**src/rtl/fifo_pkg.sv**
```systemverilog
// Shared definitions for the step-driven FIFO: the mode encodings and a decode helper.
// Latency: not applicable (constants and a pure function only).
// Backpressure: not applicable.
package fifo_pkg;

  typedef logic [1:0] mode_t;

  localparam mode_t MODE_HOLD      = 2'b00;
  localparam mode_t MODE_SHIFT_IN  = 2'b01;
  localparam mode_t MODE_SHIFT_OUT = 2'b10;
  localparam mode_t MODE_CLEAR     = 2'b11;

  // True when the mode changes FIFO state if it fires (everything but HOLD).
  function automatic logic modeIsActive(input mode_t m);
    return m != MODE_HOLD;
  endfunction

endpackage

```
**src/rtl/fifo_step_pipe_step_edge.sv**
```systemverilog
// Rising-edge detector: pulse is high for the cycle where in==1 and last cycle's in==0.
// Latency: pulse is combinational from in against the one-cycle-old registered copy.
// Backpressure: none; a level held high yields a single pulse. The history register
// resets to 1 so a level already high when reset releases is not seen as an edge.
module step_edge (
  input  logic gclk,
  input  logic rst_n,
  input  logic in,
  output logic pulse
);

  logic stepQ;

  // Remember last cycle's strobe level; reset high to suppress a spurious edge.
  always_ff @(posedge gclk or negedge rst_n) begin
    if (!rst_n) stepQ <= 1'b1;
    else        stepQ <= in;
  end

  assign pulse = in & ~stepQ;

endmodule

```
**src/rtl/fifo_step_pipe.sv**
```systemverilog
// Step-strobed FIFO: one operation (hold/push/pop/clear) per rising edge of step.
// Latency: the operation lands on the clock edge that sees the step rise; outputs show it after that edge.
// Backpressure: none; push when full and pop when empty are dropped and flagged via sticky ovf/unf.
module fifo_step_pipe
  import fifo_pkg::*;
#(
  parameter int WIDTH = 8,
  parameter int DEPTH = 8
) (
  input  logic                     gclk,
  input  logic                     rst_n,
  input  logic [1:0]               mode,
  input  logic                     step,
  input  logic [WIDTH-1:0]         din,
  output logic [WIDTH-1:0]         dout,
  output logic [$clog2(DEPTH):0]   count,
  output logic                     full,
  output logic                     empty,
  output logic                     ovf,
  output logic                     unf
);

  localparam int AW = $clog2(DEPTH);
  localparam int CW = AW + 1;

  logic [WIDTH-1:0] mem [DEPTH];
  logic [AW-1:0]    wrPtr;
  logic [AW-1:0]    rdPtr;
  logic             fire;
  logic             pushOk;
  logic             popOk;

  step_edge uStepEdge (
    .gclk  (gclk),
    .rst_n (rst_n),
    .in    (step),
    .pulse (fire)
  );

  // Mode is only looked at when an operation fires; mode changes alone do nothing.
  assign pushOk = fire && (mode == MODE_SHIFT_IN)  && !full;
  assign popOk  = fire && (mode == MODE_SHIFT_OUT) && !empty;

  // Data array carries no reset; stale words are hidden by count/empty.
  always_ff @(posedge gclk) begin
    if (pushOk) mem[wrPtr] <= din;
  end

  // Pointers, occupancy and sticky error flags advance only on a fired operation.
  always_ff @(posedge gclk or negedge rst_n) begin
    if (!rst_n) begin
      wrPtr <= '0;
      rdPtr <= '0;
      count <= '0;
      ovf   <= 1'b0;
      unf   <= 1'b0;
    end else if (fire && modeIsActive(mode)) begin
      case (mode)
        MODE_SHIFT_IN: begin
          if (pushOk) begin
            wrPtr <= wrPtr + AW'(1);
            count <= count + CW'(1);
          end else begin
            ovf <= 1'b1;
          end
        end
        MODE_SHIFT_OUT: begin
          if (popOk) begin
            rdPtr <= rdPtr + AW'(1);
            count <= count - CW'(1);
          end else begin
            unf <= 1'b1;
          end
        end
        default: begin
          wrPtr <= '0;
          rdPtr <= '0;
          count <= '0;
          ovf   <= 1'b0;
          unf   <= 1'b0;
        end
      endcase
    end
  end

  // Status and head word come from registered state only.
  assign full  = (count == CW'(DEPTH));
  assign empty = (count == '0);
  assign dout  = empty ? '0 : mem[rdPtr];

endmodule

```
**config.mk**
```make
export PLATFORM = sky130hd
export DESIGN_NAME = fifo_step_pipe
export DESIGN_NICKNAME = d
export VERILOG_FILES = /design/src/rtl/fifo_pkg.sv /design/src/rtl/fifo_step_pipe_step_edge.sv /design/src/rtl/fifo_step_pipe.sv
export SDC_FILE = /design/constraint.sdc
export NUM_CORES = 1
export LEC_CHECK = 0
export ABC_AREA = 1
export CAP_MARGIN = 20
export CORE_ASPECT_RATIO = 1.5
export CORE_MARGIN = 5
export CORE_UTILIZATION = 30
export CTS_BUF_LIST = sky130_fd_sc_hd__clkbuf_8
export DETAILED_ROUTE_END_ITERATION = 8
export MAX_ROUTING_LAYER = met4
export SYNTH_ARGS = -nofsm -noshare
export SYNTH_HDL_FRONTEND = slang
export SYNTH_HIERARCHICAL = 1
export SYNTH_SLANG_ARGS = --single-unit
```
**constraint.sdc**
```tcl
create_clock -name gclk -period 2.5 [get_ports gclk]
set_clock_uncertainty 0.1 [all_clocks]
set_input_delay 0.5 -clock gclk [delete_from_list [all_inputs] [get_ports gclk]]
set_output_delay 0.5 -clock gclk [all_outputs]
set_load 0.01 [all_outputs]
```
== Word level (Yosys, flattened, before mapping) ==
Memories as Yosys holds them, arrays and structs flattened.
Index checks and enable logic that the tools add are counted.
Word-level totals
  flip-flop bits (word level): 13
  RAM bits: 64
  input bits: 13
  output and inout port bits: 16
  word-level logic and storage cells: 50
  memories: 1
Cells by class
  $add $sub $neg: 4
  equality and inequality tests: 7
  mux-type cells: 14
  bitwise logic cells: 4
  reductions and logical operators: 14
Memory list
  mem: depth 8, width 8, read ports 1, clocked after memory_dff 0, write ports 1, line fifo_step_pipe.sv:26  | logic [WIDTH-1:0] mem [DEPTH];
Operator list (number)
  3-bit AND reduction: 5
  3-bit case mux with 2 select lines: 2
  4-bit two-way mux: 2
  8-bit two-way mux: 1
  2-bit != test (second input constant): 4
  4-bit case mux with 2 select lines: 1
  3-bit by 1-bit adder with 3-bit output (second input constant): 2
  3-bit two-way mux: 2
  1-bit logical AND: 5
  4-bit by 1-bit adder with 4-bit output (second input constant): 1
  4-bit == test (second input constant): 1
  4-bit zero test: 1
  1-bit two-way mux: 4
  1-bit case mux with 2 select lines: 2
  4-bit by 1-bit subtractor with 4-bit output (second input constant): 1
  1-bit inverter: 3
  2-bit by 1-bit == test with 1-bit output (second input constant): 1
  2-bit == test (second input constant): 1
  1-bit zero test: 2
  2-bit nonzero test: 1
  1-bit bitwise AND: 1

== Logic depth before layout (Yosys ltp) ==
Gate-level depths: netlist of run 1.
  depth in word-level cells: 6
  mapped depth: 12

== By module ==
Netlist of run 1, hierarchy kept.
By module, submodules not included
  fifo_step_pipe: times used 1, cells an instance 304, area an instance 3364.5 µm², seq. area each 2222.1 µm²
  step_edge: times used 1, cells an instance 3, area an instance 36.3 µm², seq. area each 26.3 µm²

== Least setup slack after synthesis of run 1 ==
No wires, ideal clock.
  kind: input to register
  from: input mode[1]
  to: memory mem[0][0], enable pin
  setup time: 0.370 ns
  data arrival time: 1.584 ns
  path slack: 0.446 ns
  stages on the path: 8
  path through: inv_1 > ha_1 > nand2_1 > clkinv_1 > nand2_4 > inv_2 > nand2_1 > nor2_1
On the way
  word-level cells in the longest chain between the ends: 5
Ends and longest elaborated chain
  from (decl): line fifo_step_pipe.sv:12  | input logic [1:0] mode,
  2-bit by 1-bit == test with 1-bit output: line fifo_step_pipe.sv:41  | assign pushOk = fire && (mode == MODE_SHIFT_IN) && !full;
  1-bit logical AND (2 in series): line fifo_step_pipe.sv:41
  1-bit two-way mux: line fifo_step_pipe.sv:46  | if (pushOk) mem[wrPtr] <= din;
  1-bit two-way mux (not written as such): line fifo_step_pipe.sv:46
  to (decl): line fifo_step_pipe.sv:26
Every way passes these cells.

== Final worst setup path of run 1 ==
  from: register rdPtr[0]
  to: output dout[0]
On the way
  word-level cells in the longest chain between the ends: 2
Ends and longest elaborated chain
  from (decl): line fifo_step_pipe.sv:28  | logic [AW-1:0] rdPtr;
  from (signal assigned): line fifo_step_pipe.sv:69  | rdPtr <= rdPtr + AW'(1);
  memory 8 x 8 bit
  8-bit two-way mux: line fifo_step_pipe.sv:89  | assign dout = empty ? '0 : mem[rdPtr];
  to (decl): line fifo_step_pipe.sv:15  | output logic [WIDTH-1:0] dout,
Every way passes these cells.

==> impl_metrics.json, run 1 <==
{
  "core.rowCount": 47,
  "dp_slack_ns": -0.214,
  "synth_common_cells": "nor2_1, edfxtp_1, o21ai_1, nand2_1, o21ai_0",
  "routed_via_density": 4.55,
  "fin_crit_ns": 2.44,
  "r2r_start": "count[2]$_DFFE_PN0P_",
  "cts_made_buffers": 9,
  "ys_dominant_reg_cell": "edfxtp_1",
  "cts_tree": "done",
  "synth_fp_nets": 327,
  "min_from": "ovf$_DFFE_PN0P_",
  "worstSetupStartpoint": "rdPtr[0]$_DFFE_PN0P_",
  "crit_path_start_kind": "flop",
  "fin_hold_ws_ns": 0.405,
  "p_per_area_nw_per_um2": 796,
  "areaGrowthSynthToFinish_pct": 24.4,
  "reg2reg_setup_slack_ns": 0.41,
  "fin_ws_ns": 0.0597,
  "synth_area_leaders": "edfxtp_1, dfrtp_1, nor2_1",
  "ant_nets": 0,
  "tightest_slew_ns": 0.904,
  "place_inst": 488,
  "async_flop_share_pct": 16.9,
  "syn_avg_cell_area_um2": 11.1,
  "grt_pass1_wl_um": 11600,
  "maxCapViolCount": 0,
  "slew_headroom_pct": 39.5,
  "synth_edf_count": 64,
  "power_leakage_nw": 1.62,
  "synthCells": 307,
  "setup_viol": 0,
  "fill_cells": 1115,
  "grt-ovfl-total": 0,
  "clock_latency_ns": 0.34,
  "drt_iter0_markers": 123,
  "end_kind": "primary output",
  "grt_max_degree": 25,
  "arrival_ns": 1.84,
  "clock-root-buffer": "clkbuf_8",
  "diodes": 0,
  "dieArea_um2": 13600,
  "regArea_um2": 2250,
  "rsz0062_at_grt": "yes",
  "firstDrtPassIters": 4,
  "yosys.area.top_type": "edfxtp_1",
  "hold_violations": 0,
  "num_vias": 2318,
  "drv_slew": 0,
  "core_area_um2": 11100,
  "syn-cell-area_um2": 3400,
  "clk_pin_slew_ns": 0.08,
  "ctsHoldBuffers": 0,
  "die_w_um": 96.9,
  "antenna_found_initial": 0,
  "cts_buffer_depth": 2,
  "die_y_um": 140,
  "min_period_over_period_pct": 97.6,
  "place_congestion": 0.767,
  "required_ns": 1.90,
  "crit_type": "reg -> out",
  "drc": 0,
  "drive_gt1_share_pct": 17.1,
  "fin_total_pwr_mw": 3.37,
  "critPathMaxFanout": 9,
  "cts.sinks": 77,
  "synth_most_common_cell": "nor2_1",
  "ios": 29,
  "multi_input_area_um2": 1020,
  "hp-class": "reg -> reg",
  "synth_top_area_share_pct": 56.5,
  "start_util_pct": 30.8,
  "wl_per_cell_um": 14.1,
  "ys_seq_area_share_pct": 66.1,
  "timing.fmax_mhz": 410,
  "fin_nets": 378,
  "hpwl_um": 4960,
  "status": "complete, no violations",
  "grt_pass1_vias": 2340,
  "ys_ff_latch": 77,
  "irDropWorstVdd_mv": 0.439,
  "drt-total-wl_um": 7170,
  "final_cells": 510,
  "htreeDepth": 3,
  "ys_types": 28,
  "ys_warn_count": 6,
  "track_usage_pct": 11.2,
  "io_buffers": 28
}
-- final cells by class --
class                           count  area share [%]
Sequential cell                    77            53.2
Multi-Input combinational cell    197            24.1
Timing Repair Buffer               50            11.4
Tap cell                          147            4.35
Clock buffer                        9            2.93
Inverter                           23            2.10
Clock inverter                      7            1.92
-- path summary, 6_finish.rpt --
check / endpoint / depth (start not counted)
max in group asynchronous: rdPtr[0]$_DFFE_PN0P_ / 1
max reg2reg: mem[4][2]$_DFFE_PP_ / 6
min in group asynchronous: count[0]$_DFFE_PN0P_ / 1
min reg2reg: ovf$_DFFE_PN0P_ / 2
min: ovf$_DFFE_PN0P_ / 2
max: dout[0] / 10
-- logic make-up after synthesis --
group / after synthesis / synth area share [%]
compound gates: 70 / 11.1
xor+xnor: 4 / 1.03
fa+ha+maj: 7 / 2.58
buf+inv: 33 / 4.16
flops: 77 / 66.1
simple gates: 116 / 15.0
-- worst max-delay path: stages (launching register included) --
cell	delay, ns
dfrtp_2	0.44
buf_6	0.13
buf_12	0.13
buf_8	0.13
nor2_2	0.09
nor2_1	0.04
o21ai_1	0.07
o21ai_1	0.09
o21ai_1	0.15
nor2_1	0.08
buf_2	0.14
-- layout by cell type (no fill, tap or decap), types with 3 or more instances in the layout --
cell	count
edfxtp_1	64
nand2_2	3
ha_1	7
nor2_1	64
buf_4	16
nand2_4	3
clkinv_1	3
clkdlybuf4s50_1	20
xor2_1	3
nand2_1	29
o21ai_0	21
inv_1	21
dfrtp_1	11
nor2_2	6
o21ai_1	35
nand3_1	7
o22ai_1	9
clkbuf_8	9
-- layer usage --
metal  GRT usage [%]  part of all wire, %
met5               -                    0
met4            3.11                  2.0
met3            3.18                  3.4
met2            19.5                   51
met1            12.7                   44
-- flip-flops by register name, summed over array words and instances, names as in the netlist --
name	count
ovf	1
rdPtr	3
wrPtr	3
mem	64
count	4
unf	1
uStepEdge/stepQ	1
-- through the flow --
step	utilization [%]	TNS (ns)	instance area, um2
floorplan	-	0	3400
global placement	35.7	-6.15	3940
detailed placement	35.7	-8.42	3940
CTS	37.9	-0.256	4190
global route	38.3	-0.0569	4230
finish	38.3	0	4230
-- repair_timing --
| item | in CTS | in global routing |
|---|---|---|
| gates resized for setup | 14 | 23 |
| endpoints found under the setup margin | 8 | 8 |
| pin swaps | 0 | 6 |
| cloned | 0 | 1 |
| setup buffers | 5 | 0 |
-- report_power, final --
group	total [mW]	switching (mW)	internal [mW]
registers	1.48	0.0452	1.43
logic	0.917	0.508	0.409
clock network	0.972	0.424	0.548
total	3.37	0.978	2.39
(Power assumes the default switching activity.)
==> inputs of run 2 (changes only) <==
--- a/config.mk
+++ b/config.mk
@@ -13,5 +13,7 @@
 export CTS_BUF_LIST = sky130_fd_sc_hd__clkbuf_8
 export DETAILED_ROUTE_END_ITERATION = 8
+export GPL_TIMING_DRIVEN = 1
 export MAX_ROUTING_LAYER = met4
+export SKIP_LAST_GASP = 1
 export SYNTH_ARGS = -nofsm -noshare
 export SYNTH_HDL_FRONTEND = slang
--- a/constraint.sdc
+++ b/constraint.sdc
@@ -3,3 +3,3 @@
 set_input_delay 0.5 -clock gclk [delete_from_list [all_inputs] [get_ports gclk]]
 set_output_delay 0.5 -clock gclk [all_outputs]
-set_load 0.01 [all_outputs]
+set_load 0.1 [all_outputs]
==> run 2 against run 1 <==
Effect of this change: sequential cell count stayed put; via count fell by 3.0%; fmax up 4.2%; clock power grew 5%; count of clock-buffer cells in the layout up 2; combinational power grew 100%; critical path depth is 4 lower; die area stayed put; power up 30%; worst hold slack gained 0.034 ns; sequential power is essentially flat.
==> impl_metrics.json, run 2 (synthesis results as in run 1) <==
{
  "io_buffers": 28,
  "htreeDepth": 3,
  "areaGrowthSynthToFinish_pct": 25.5,
  "core.rowCount": 47,
  "end_kind": "primary output",
  "start_util_pct": 30.8,
  "slew_headroom_pct": 48.2,
  "track_usage_pct": 11.0,
  "ant_nets": 0,
  "clk_pin_slew_ns": 0.07,
  "grt_pass1_vias": 2231,
  "tightest_slew_ns": 0.775,
  "fin_crit_ns": 2.34,
  "core_area_um2": 11100,
  "diodes": 0,
  "min_period_over_period_pct": 93.7,
  "reg_top3": "mem: 64 flops, count: 4 flops",
  "irDropWorstVdd_mv": 0.582,
  "final_common_cell": "edfxtp_1",
  "reg2regPathDepth": 6,
  "power_leakage_nw": 1.60,
  "setup_tns_ns": 0,
  "place_area_um2": 4020,
  "wl_per_cell_um": 13.8,
  "drv_slew": 0,
  "hpwl_um": 5130,
  "critPathMaxFanout": 33,
  "drt-total-wl_um": 6860,
  "fin_nets": 365,
  "hold_violations": 0,
  "clock-root-buffer": "clkbuf_8",
  "largest_register_ff_count": 64,
  "maxCapViolCount": 0,
  "cts_buffer_depth": 2,
  "cts_made_buffers": 9,
  "die_y_um": 140,
  "grt_pass1_wl_um": 11300,
  "place_congestion": 0.805,
  "firstDrtPassIters": 4,
  "finish.instance_area_um2": 4270,
  "cts_setup_buffers": 0,
  "die_w_um": 96.9,
  "setup_viol": 0,
  "arrival_ns": 1.74,
  "drive_gt1_share_pct": 19.1,
  "clock_latency_ns": 0.35,
  "cts_tree": "done",
  "num_vias": 2249,
  "crit_path_start_kind": "flop",
  "mostFrequentLayoutCells": "edfxtp_1, nor2_1, o21ai_1",
  "required_ns": 1.90,
  "crit_type": "reg -> out",
  "grt_max_degree": 34,
  "timing.fmax_mhz": 427,
  "p_per_area_nw_per_um2": 1030,
  "regMostFlops": "mem",
  "rsz0062_at_grt": "no",
  "hp-class": "in -> async",
  "ios": 29,
  "fin_hold_ws_ns": 0.439,
  "routed_via_density": 4.53,
  "drc": 0,
  "drt_iter0_markers": 94,
  "antenna_found_initial": 0,
  "cts.sinks": 77,
  "dieArea_um2": 13600,
  "grt-ovfl-total": 0,
  "fin_total_pwr_mw": 4.38,
  "status": "complete, no violations"
}
==> run 2: final cells by class <==
cell class	instances	area [um2]
Inverter	23	91.3
Timing Repair Buffer	37	445
Sequential cell	77	2250
Clock inverter	5	73.8
Clock buffer	11	151
Tap cell	147	184
Fill cell	1126	6790
Multi-Input combinational cell	197	1070
==> run 2: path summary, 6_finish.rpt <==
check,startpoint,end,slack (ns)
worst max-delay path,rdPtr[0]$_DFFE_PN0P_,dout[0],0.16
worst min-delay path,rst_n,unf$_DFFE_PN0P_,0.44
worst max register to register,count[1]$_DFFE_PN0P_,mem[6][6]$_DFFE_PP_,0.52
worst min register to register,ovf$_DFFE_PN0P_,ovf$_DFFE_PN0P_,0.44
max in group asynchronous,rst_n,rdPtr[0]$_DFFE_PN0P_,1.42
min in group gclk,ovf$_DFFE_PN0P_,ovf$_DFFE_PN0P_,0.44
==> run 2: critical path: stages (launching register included) <==
cell     delay, ns
dfrtp_2       0.45
buf_12        0.18
o21ai_0       0.20
o22ai_1       0.10
nor2_1        0.21
nor2_4        0.07
buf_12        0.16
==> run 2: power by group <==
part / total [mW] / internal (mW) / switching, mW
Clock: 1.02 / 0.609 / 0.412
Combinational: 1.87 / 0.579 / 1.29
Sequential: 1.49 / 1.43 / 0.0517
==> run 2: repair_timing <==
action,in CTS,in global routing
setup endpoints to repair,1,8
gates cloned,0,0
hold buffers,0,0
gates resized for setup,1,5
==> run 2: metal layers <==
metal	wire length [um]	part of all wire, %	global-route usage [%]
met3	337	4.9	2.54
met1	2760	40	11.9
met4	131	1.9	4.66
met5	0	0	-
met2	3620	53	19.5
==> run 2: metrics by stage <==
stage	setup WS, ns	cells	utilization, %
floorplan	0.0181	307	-
global placement	-0.0495	481	36.4
detailed placement	-0.113	481	36.4
CTS	0.0363	497	38.5
global route	0.0191	497	38.6
finish	0.158	497	38.6
